<file path="src/rtl/mux_sel_sequencer.sv">
// Control stage for an external 8:1 bit-select mux: latches a word, walks sel
// across its bits on each bit_en strobe and registers the returned bit serially.
module mux_sel_sequencer #(
    parameter bit          MSB_FIRST  = 1'b0,
    parameter int unsigned GAP_BITS   = 1,
    parameter bit          IDLE_LEVEL = 1'b1
) (
    input  logic       clk,
    input  logic       rst,
    input  logic       in_valid,
    output logic       in_ready,
    input  logic [7:0] in_data,
    input  logic       bit_en,
    output logic [7:0] data_out,
    output logic [2:0] sel,
    input  logic       mux_bit,
    output logic       ser_out,
    output logic       ser_valid,
    output logic       ser_last,
    output logic       busy
);

    localparam int unsigned SEL_W = 3;
    localparam int unsigned GAP_W = 4;
    localparam logic [SEL_W-1:0] START_IDX = MSB_FIRST ? SEL_W'(7) : SEL_W'(0);
    localparam logic [SEL_W-1:0] LAST_IDX  = MSB_FIRST ? SEL_W'(0) : SEL_W'(7);
    localparam logic [GAP_W-1:0] GAP_INIT  = GAP_W'(GAP_BITS);

    typedef enum logic [1:0] {
        S_IDLE  = 2'd0,
        S_SHIFT = 2'd1,
        S_GAP   = 2'd2
    } state_e;

    state_e             state_q, state_d;
    logic [7:0]         data_q, data_d;
    logic [SEL_W-1:0]   sel_q, sel_d;
    logic [GAP_W-1:0]   gap_q, gap_d;
    logic               ser_q, ser_d;
    logic               ser_valid_q, ser_valid_d;
    logic               ser_last_q, ser_last_d;
    logic               busy_q, busy_d;

    // Next-state and output logic
    always_comb begin
        state_d     = state_q;
        data_d      = data_q;
        sel_d       = sel_q;
        gap_d       = gap_q;
        ser_d       = ser_q;
        ser_valid_d = 1'b0;
        ser_last_d  = 1'b0;

        unique case (state_q)
            S_IDLE: begin
                if (in_valid) begin
                    data_d  = in_data;
                    sel_d   = START_IDX;
                    state_d = S_SHIFT;
                end
            end
            S_SHIFT: begin
                if (bit_en) begin
                    ser_d       = mux_bit;
                    ser_valid_d = 1'b1;
                    if (sel_q == LAST_IDX) begin
                        ser_last_d = 1'b1;
                        sel_d      = START_IDX;
                        if (GAP_BITS > 0) begin
                            state_d = S_GAP;
                            gap_d   = GAP_INIT;
                        end else begin
                            state_d = S_IDLE;
                        end
                    end else if (MSB_FIRST) begin
                        sel_d = SEL_W'(sel_q - SEL_W'(1));
                    end else begin
                        sel_d = SEL_W'(sel_q + SEL_W'(1));
                    end
                end
            end
            S_GAP: begin
                if (bit_en) begin
                    ser_d = IDLE_LEVEL;
                    gap_d = GAP_W'(gap_q - GAP_W'(1));
                    if (gap_q <= GAP_W'(1)) begin
                        state_d = S_IDLE;
                    end
                end
            end
            default: begin
                state_d = S_IDLE;
            end
        endcase

        busy_d = (state_d != S_IDLE);
    end

    // State and output registers, synchronous reset
    always_ff @(posedge clk) begin
        if (rst) begin
            state_q     <= S_IDLE;
            data_q      <= 8'h00;
            sel_q       <= START_IDX;
            gap_q       <= '0;
            ser_q       <= IDLE_LEVEL;
            ser_valid_q <= 1'b0;
            ser_last_q  <= 1'b0;
            busy_q      <= 1'b0;
        end else begin
            state_q     <= state_d;
            data_q      <= data_d;
            sel_q       <= sel_d;
            gap_q       <= gap_d;
            ser_q       <= ser_d;
            ser_valid_q <= ser_valid_d;
            ser_last_q  <= ser_last_d;
            busy_q      <= busy_d;
        end
    end

    assign in_ready  = (state_q == S_IDLE);
    assign data_out  = data_q;
    assign sel       = sel_q;
    assign ser_out   = ser_q;
    assign ser_valid = ser_valid_q;
    assign ser_last  = ser_last_q;
    assign busy      = busy_q;

endmodule

</file>
<file path="config.mk">
export PLATFORM = sky130hd
export DESIGN_NAME = mux_sel_sequencer
export DESIGN_NICKNAME = d
export VERILOG_FILES = /design/src/rtl/mux_sel_sequencer.sv
export SDC_FILE = /design/constraint.sdc
export NUM_CORES = 1
export LEC_CHECK = 0
export ABC_CLOCK_PERIOD_IN_PS = 1380
export CORE_ASPECT_RATIO = 2
export CORE_MARGIN = 10
export CORE_UTILIZATION = 35
export DETAILED_ROUTE_END_ITERATION = 12
export SLEW_MARGIN = 40
export SYNTH_ARGS = -nofsm -noshare
export SYNTH_HDL_FRONTEND = slang
export SYNTH_SLANG_ARGS = --single-unit
</file>
<file path="constraint.sdc">
create_clock -name clk -period 1.38 [get_ports clk]
set_clock_uncertainty 0.1 [all_clocks]
set_input_delay 0.276 -clock clk [delete_from_list [all_inputs] [get_ports clk]]
set_output_delay 0.276 -clock clk [all_outputs]
set_load 0.01 [all_outputs]
</file>
[Word level (Yosys, flattened, before mapping)]
Cells that the tools add are included.
Word-level totals
  bits in registers: 21
  latch bits: 0
  memory bits (writable): 0
  bits in read-only memories: 0
  input port bits: 13
  output and inout port bits: 16
  logic and storage cells: 49
  memories kept: 0
Cells by class
  $add $sub $neg: 2
  multiply operators: 0
  div/mod/pow operators: 0
  order comparisons: 1
  equality and inequality tests: 7
  shifts and indexed selects: 0
  mux-type cells: 19
  bitwise gates (word level): 2
  reductions and logical operators: 10
Operator list (number)
  2-to-1 mux 4 bit: 3
  2-to-1 mux 2 bit: 5
  2-to-1 mux 3 bit: 3
  inequality test 2 bit, second input constant: 4
  case mux 4 bit (2 select lines): 1
  case mux 2 bit (3 select lines): 1
  case mux 3 bit (2 select lines): 1
  AND reduction 3 bit: 2
  nonzero test 2 bit: 3
  <= comparator 4 x 1 -> 1 bit, second input constant: 1
  2-to-1 mux 1 bit: 4
  AND reduction 4 bit: 1
  subtractor 4 x 1 -> 4 bit, second input constant: 1
  adder 3 x 1 -> 3 bit, second input constant: 1
  equality test 3 bit, second input constant: 1
  OR reduction 3 bit: 1
  equality test 2 x 1 -> 1 bit, second input constant: 1
  equality test 2 bit, second input constant: 1
  zero test 2 bit: 1
  NOT 1 bit: 2
  case mux 1 bit (2 select lines): 1
  AND reduction 2 bit: 1
  OR reduction 2 bit: 1

[Logic depth before layout (Yosys ltp)]
Gate-level depths: netlist of run 1.
  word-level depth: 5
  depth in mapped cells: 5
  mapped depth without buffers: 5

[Worst setup path before layout of run 1]
OpenSTA, ideal clock, no wires.
  kind: flip-flop to flip-flop
  from: reg sel_q[0] (netlist: sel[0])
  to: reg gap_q[3]
  setup time: 0.072 ns
  arrival: 1.446 ns
  data required time: 1.208 ns
  path slack: -0.237 ns
  stages on the path, launching flop included: 6
  cells stage by stage: dfxtp_1 > ha_1 > ha_1 > nand3b_1 > a2111oi_4 > mux2i_1
On the way
  cells in the longest elaborated chain, start to end: 3
RTL lines
  start, declared: RTL line 37  | logic [SEL_W-1:0] sel_q, sel_d;
  start signal, assigned: RTL line 113  | sel_q <= sel_d;
  equality test 3 bit: RTL line 66  | if (sel_q == LAST_IDX) begin
  inequality test 2 bit (no line)
  AND reduction 4 bit (no line)
  end signal, assigned: RTL line 114  | gap_q <= gap_d;
  end, declared: RTL line 38  | logic [GAP_W-1:0] gap_q, gap_d;
No other way between the ends.
A chain may end at the register's enable or synchronous reset.

[Worst setup path in the final report of run 1]
  from: reg sel_q[1] (netlist: sel[1])
  to: reg gap_q[3]
Same word-level chain as after synthesis.

==> results by group, run 1 <==
Cells and area
  – Design Area, Final: 1580 um^2
  – Nets: 177
  – P&R area growth vs syn: 58.2%
  – Layout cells sized above 1: 32.7%
  – Ant diodes: 0
  – Finished Layout Cells: 188
  – Fillers: 246

Outcome
  – Violated checks: setup timing
  – Status: finished, violations left

Synthesis
  – Simple-Gate Fraction of Synth Area: 27.9%
  – Synth Net Count: 125
  – Syn Area/Cell: 9.23 um^2
  – Register area share after synthesis: 42.2%
  – Distinct cells, synth: 34
  – Synth top area share: 42.2%
  – Mapped Cells: 108
  – Largest family of logic cells by synthesized area: simple AND/OR/NAND/NOR gates
  – Post-synthesis cell type with the largest combined area: dfxtp_1
  – Post-synth EDFFs: 0
  – Main synth FF type: dfxtp_1
  – Synth Area in Compound Gates: 18.2%
  – Syn Std Cell Area: 997 um^2
  – Syn. warnings: 0
  – Post-Synth XOR/XNOR Area: 0%
  – Mux share of post-synthesis cell area: 2.01%
  – Asr flop ratio synth: 0%
  – Synth area leaders: dfxtp_1 42%, a21oi_1 7.5%, nand2_1 7.5%
  – Synthesis-stage register bit count: 21
  – Synth Area in Adders: 5.02%

Worst setup path
  – Type of destination of the critical path: flip-flop
  – Worst setup SP type: flip-flop
  – Setup CP Type: flip-flop to flip-flop
  – Worst path cell trace: ha_4 -> ha_4 -> nand3b_1 -> a2111oi_4 -> mux2i_1
  – CP max FO: 4
  – CP max stage delay: 0.36 ns
  – Arrival time worst endpoint: 1.57 ns
  – Top cell by count, worst path: ha_4
  – Slowest CP cell: dfxtp_4
  – Critical Path RT: 1.47 ns

Clock tree
  – Post-CTS Hold Buffers: 0
  – Worst-path clk slew: 0.07 ns
  – Clock H-tree levels: 1
  – Root buf cell: clkbuf_8
  – CTS Sinks: 21
  – CTS buffer count: 3
  – TritonCTS clock tree: done
  – Clk buf depth: 2
  – Clock latency on the worst-skew pair: 0.26 ns

Floorplan
  – # rows: 27
  – Initial Util: 36.4%
  – Die Ht: 95.5 um
  – Die W: 57.7 um
  – Boundary pin count: 29
  – Core area: 2740 um^2
  – Die Area: 5510 um^2

Route
  – Via Count: 958
  – Drt drc: 0
  – Drt first pass iters: 4
  – Post-Route WL: 2.59 mm
  – Post-route ant nets: 0
  – Routed len/inst: 13.8 um
  – Drt initial violations: 19
  – Vias/cell: 5.10

Place
  – Placed cell area: 1480 um^2
  – Placed Cells: 182
  – Placed wire-length estimate: 2.14 mm
  – GPL Wtd Cong: 0.758
  – PortBufs: 28

Timing
  – Final hold violation count: 0
  – Hold_ws: 0.352 ns
  – Minimum clock period: 1.48 ns
  – # setup viols final: 2
  – Worst-Margin Slew: 0.259 ns
  – Slack of the critical path: -0.0973 ns
  – Period Utilization, post-route: 107%
  – FMAX: 0.677 GHz
  – Slew margin rel.: 82.7%
  – Final slew viol count: 0
  – RSZ-0062 raised after global routing: yes

Pwr
  – Power Dens Cells: 780 nW/um^2
  – Leak pwr: 0.662 nW
  – Max rail drop VDD: 0.621 mV

Worst hold path
  – Worst Hold Class: flip-flop to flip-flop

Global routing
  – Vias in the first global route: 1,028
  – Initial antenna violation count: 0
  – First-pass GRT wire length: 4.57 mm
  – Pin count of the biggest net entering global routing: 14
  – Gr ovfl total: 0
  – GRT Total Usage: 10.2%

Job
  – MaxCap Viol Count: 0
## final cells by class
type	count	area, um^2	share of cell area, %
inverters	2	7.51	0.476
clock buffers	4	45.0	2.85
well taps	29	36.3	2.30
repair buffers	53	460	29.2
flip-flops and latches	21	438	27.8
multi-input cells	79	591	37.4
## worst max-delay path, delay by kind of cell, from the launching register on
kind	cells	cell delay (ns)
AO/OA/AOI/OAI	1	0.33
AND/OR/NAND/NOR	1	0.14
multiplexers	1	0.21
adder cells (fa/ha/maj)	2	0.28
flip-flops	1	0.36
## timing repair
action	4_1_cts	5_1_grt
pin swaps	2	3
gates resized for setup	31	13
endpoints found under the setup margin	33	18
setup buffers	1	1
## layer usage
metal	track usage [%]	part of all wire, %
met5	0	0
met2	19.2	55
met4	5.31	0.89
met3	3.33	8.5
met1	9.24	36
## Yosys cell counts (2+ instances only)
| cell type | count |
|---|---|
| o21bai_1 | 2 |
| mux2i_1 | 2 |
| buf_4 | 2 |
| o21ai_1 | 2 |
| nand3_1 | 3 |
| ha_1 | 4 |
| nand3b_1 | 3 |
| buf_2 | 2 |
| nand2_1 | 20 |
| nand2b_1 | 4 |
| nor2_1 | 2 |
| dfxtp_1 | 21 |
| inv_1 | 2 |
| a21oi_1 | 15 |
| nor3b_1 | 2 |
| nor2b_1 | 2 |
| or3b_1 | 3 |
## stage by stage
stage | util, % | TNS [ns] | worst slack (ns) | power [mW]
floorplan | - | -0.0784 | -0.0436 | 0.736
global placement | 54.0 | -4.87 | -0.323 | 0.850
detailed placement | 54.0 | -5.27 | -0.349 | 0.854
CTS | 56.6 | -0.225 | -0.114 | 1.24
global route | 57.7 | -0.548 | -0.170 | 1.31
finish | 57.7 | -0.186 | -0.0973 | 1.23
## sequential cells by signal, summed over array words and instances (netlist names)
signal     count
ser_last       1
ser_out        1
data_out       8
busy           1
state_q        2
sel            3
ser_valid      1
gap_q          4
## path summary, 6_finish.rpt
kind	start	end	slack, ns	cells past startpoint
setup reg to reg	sel[1]$_SDFFE_PP0P_	gap_q[3]$_SDFFE_PP0P_	-0.1	5
hold reg to reg	data_out[0]$_SDFFE_PP0P_	data_out[0]$_SDFFE_PP0P_	0.35	2
setup / recovery	sel[1]$_SDFFE_PP0P_	gap_q[3]$_SDFFE_PP0P_	-0.1	5
hold / removal	data_out[0]$_SDFFE_PP0P_	data_out[0]$_SDFFE_PP0P_	0.35	2
## cells in the final DEF, fill, tap and decap left out, drive strengths merged
master and n:
a2111oi 1, a211oi 1, a21boi 1, a21o 1, a21oi 15, a311o 1, a311oi 1, and3 1
and3b 1, buf 26, clkbuf 5, clkdlybuf4s15 1, clkdlybuf4s50 12, dfxtp 21, dlygate4sd2 13, ha 4
inv 2, mux2i 2, nand2 20, nand2b 4, nand3 3, nand3b 4, nand4b 1, nor2 2
nor2b 2, nor3 1, nor3b 3, o21ai 3, o21bai 2, o31ai 1, or3 1, or3b 3
## cell families after synthesis
kind of cell / Yosys count
buffers and inverters: 8
DFF: 21
AOI/OAI and AO/OA: 27
and+or+nand+nor: 46
adders and majority gates: 4
muxes: 2
## where the power goes
part	total, mW	internal, mW	switching, mW
sequential	0.635	0.622	0.0128
clock	0.391	0.205	0.186
combinational	0.204	0.114	0.0897
Power figures use the tool's default switching activity.
==> inputs of run 2 (changes only) <==
--- a/config.mk
+++ b/config.mk
@@ -9,6 +9,7 @@
 export CORE_ASPECT_RATIO = 2
 export CORE_MARGIN = 10
 export CORE_UTILIZATION = 35
+export CTS_CLUSTER_SIZE = 28
 export DETAILED_ROUTE_END_ITERATION = 12
 export SLEW_MARGIN = 40
 export SYNTH_ARGS = -nofsm -noshare
==> results of run 2 <==
No change in the layout: final DEF, timing and power equal those of run 1.
==> inputs of run 3 (changes only) <==
--- a/config.mk
+++ b/config.mk
@@ -9,6 +9,7 @@
 export CORE_ASPECT_RATIO = 2
 export CORE_MARGIN = 10
 export CORE_UTILIZATION = 35
+export CTS_CLUSTER_DIAMETER = 50
 export CTS_CLUSTER_SIZE = 28
 export DETAILED_ROUTE_END_ITERATION = 12
 export SLEW_MARGIN = 40
==> results of run 3 <==
No change in the layout: final DEF, timing and power equal those of run 1.
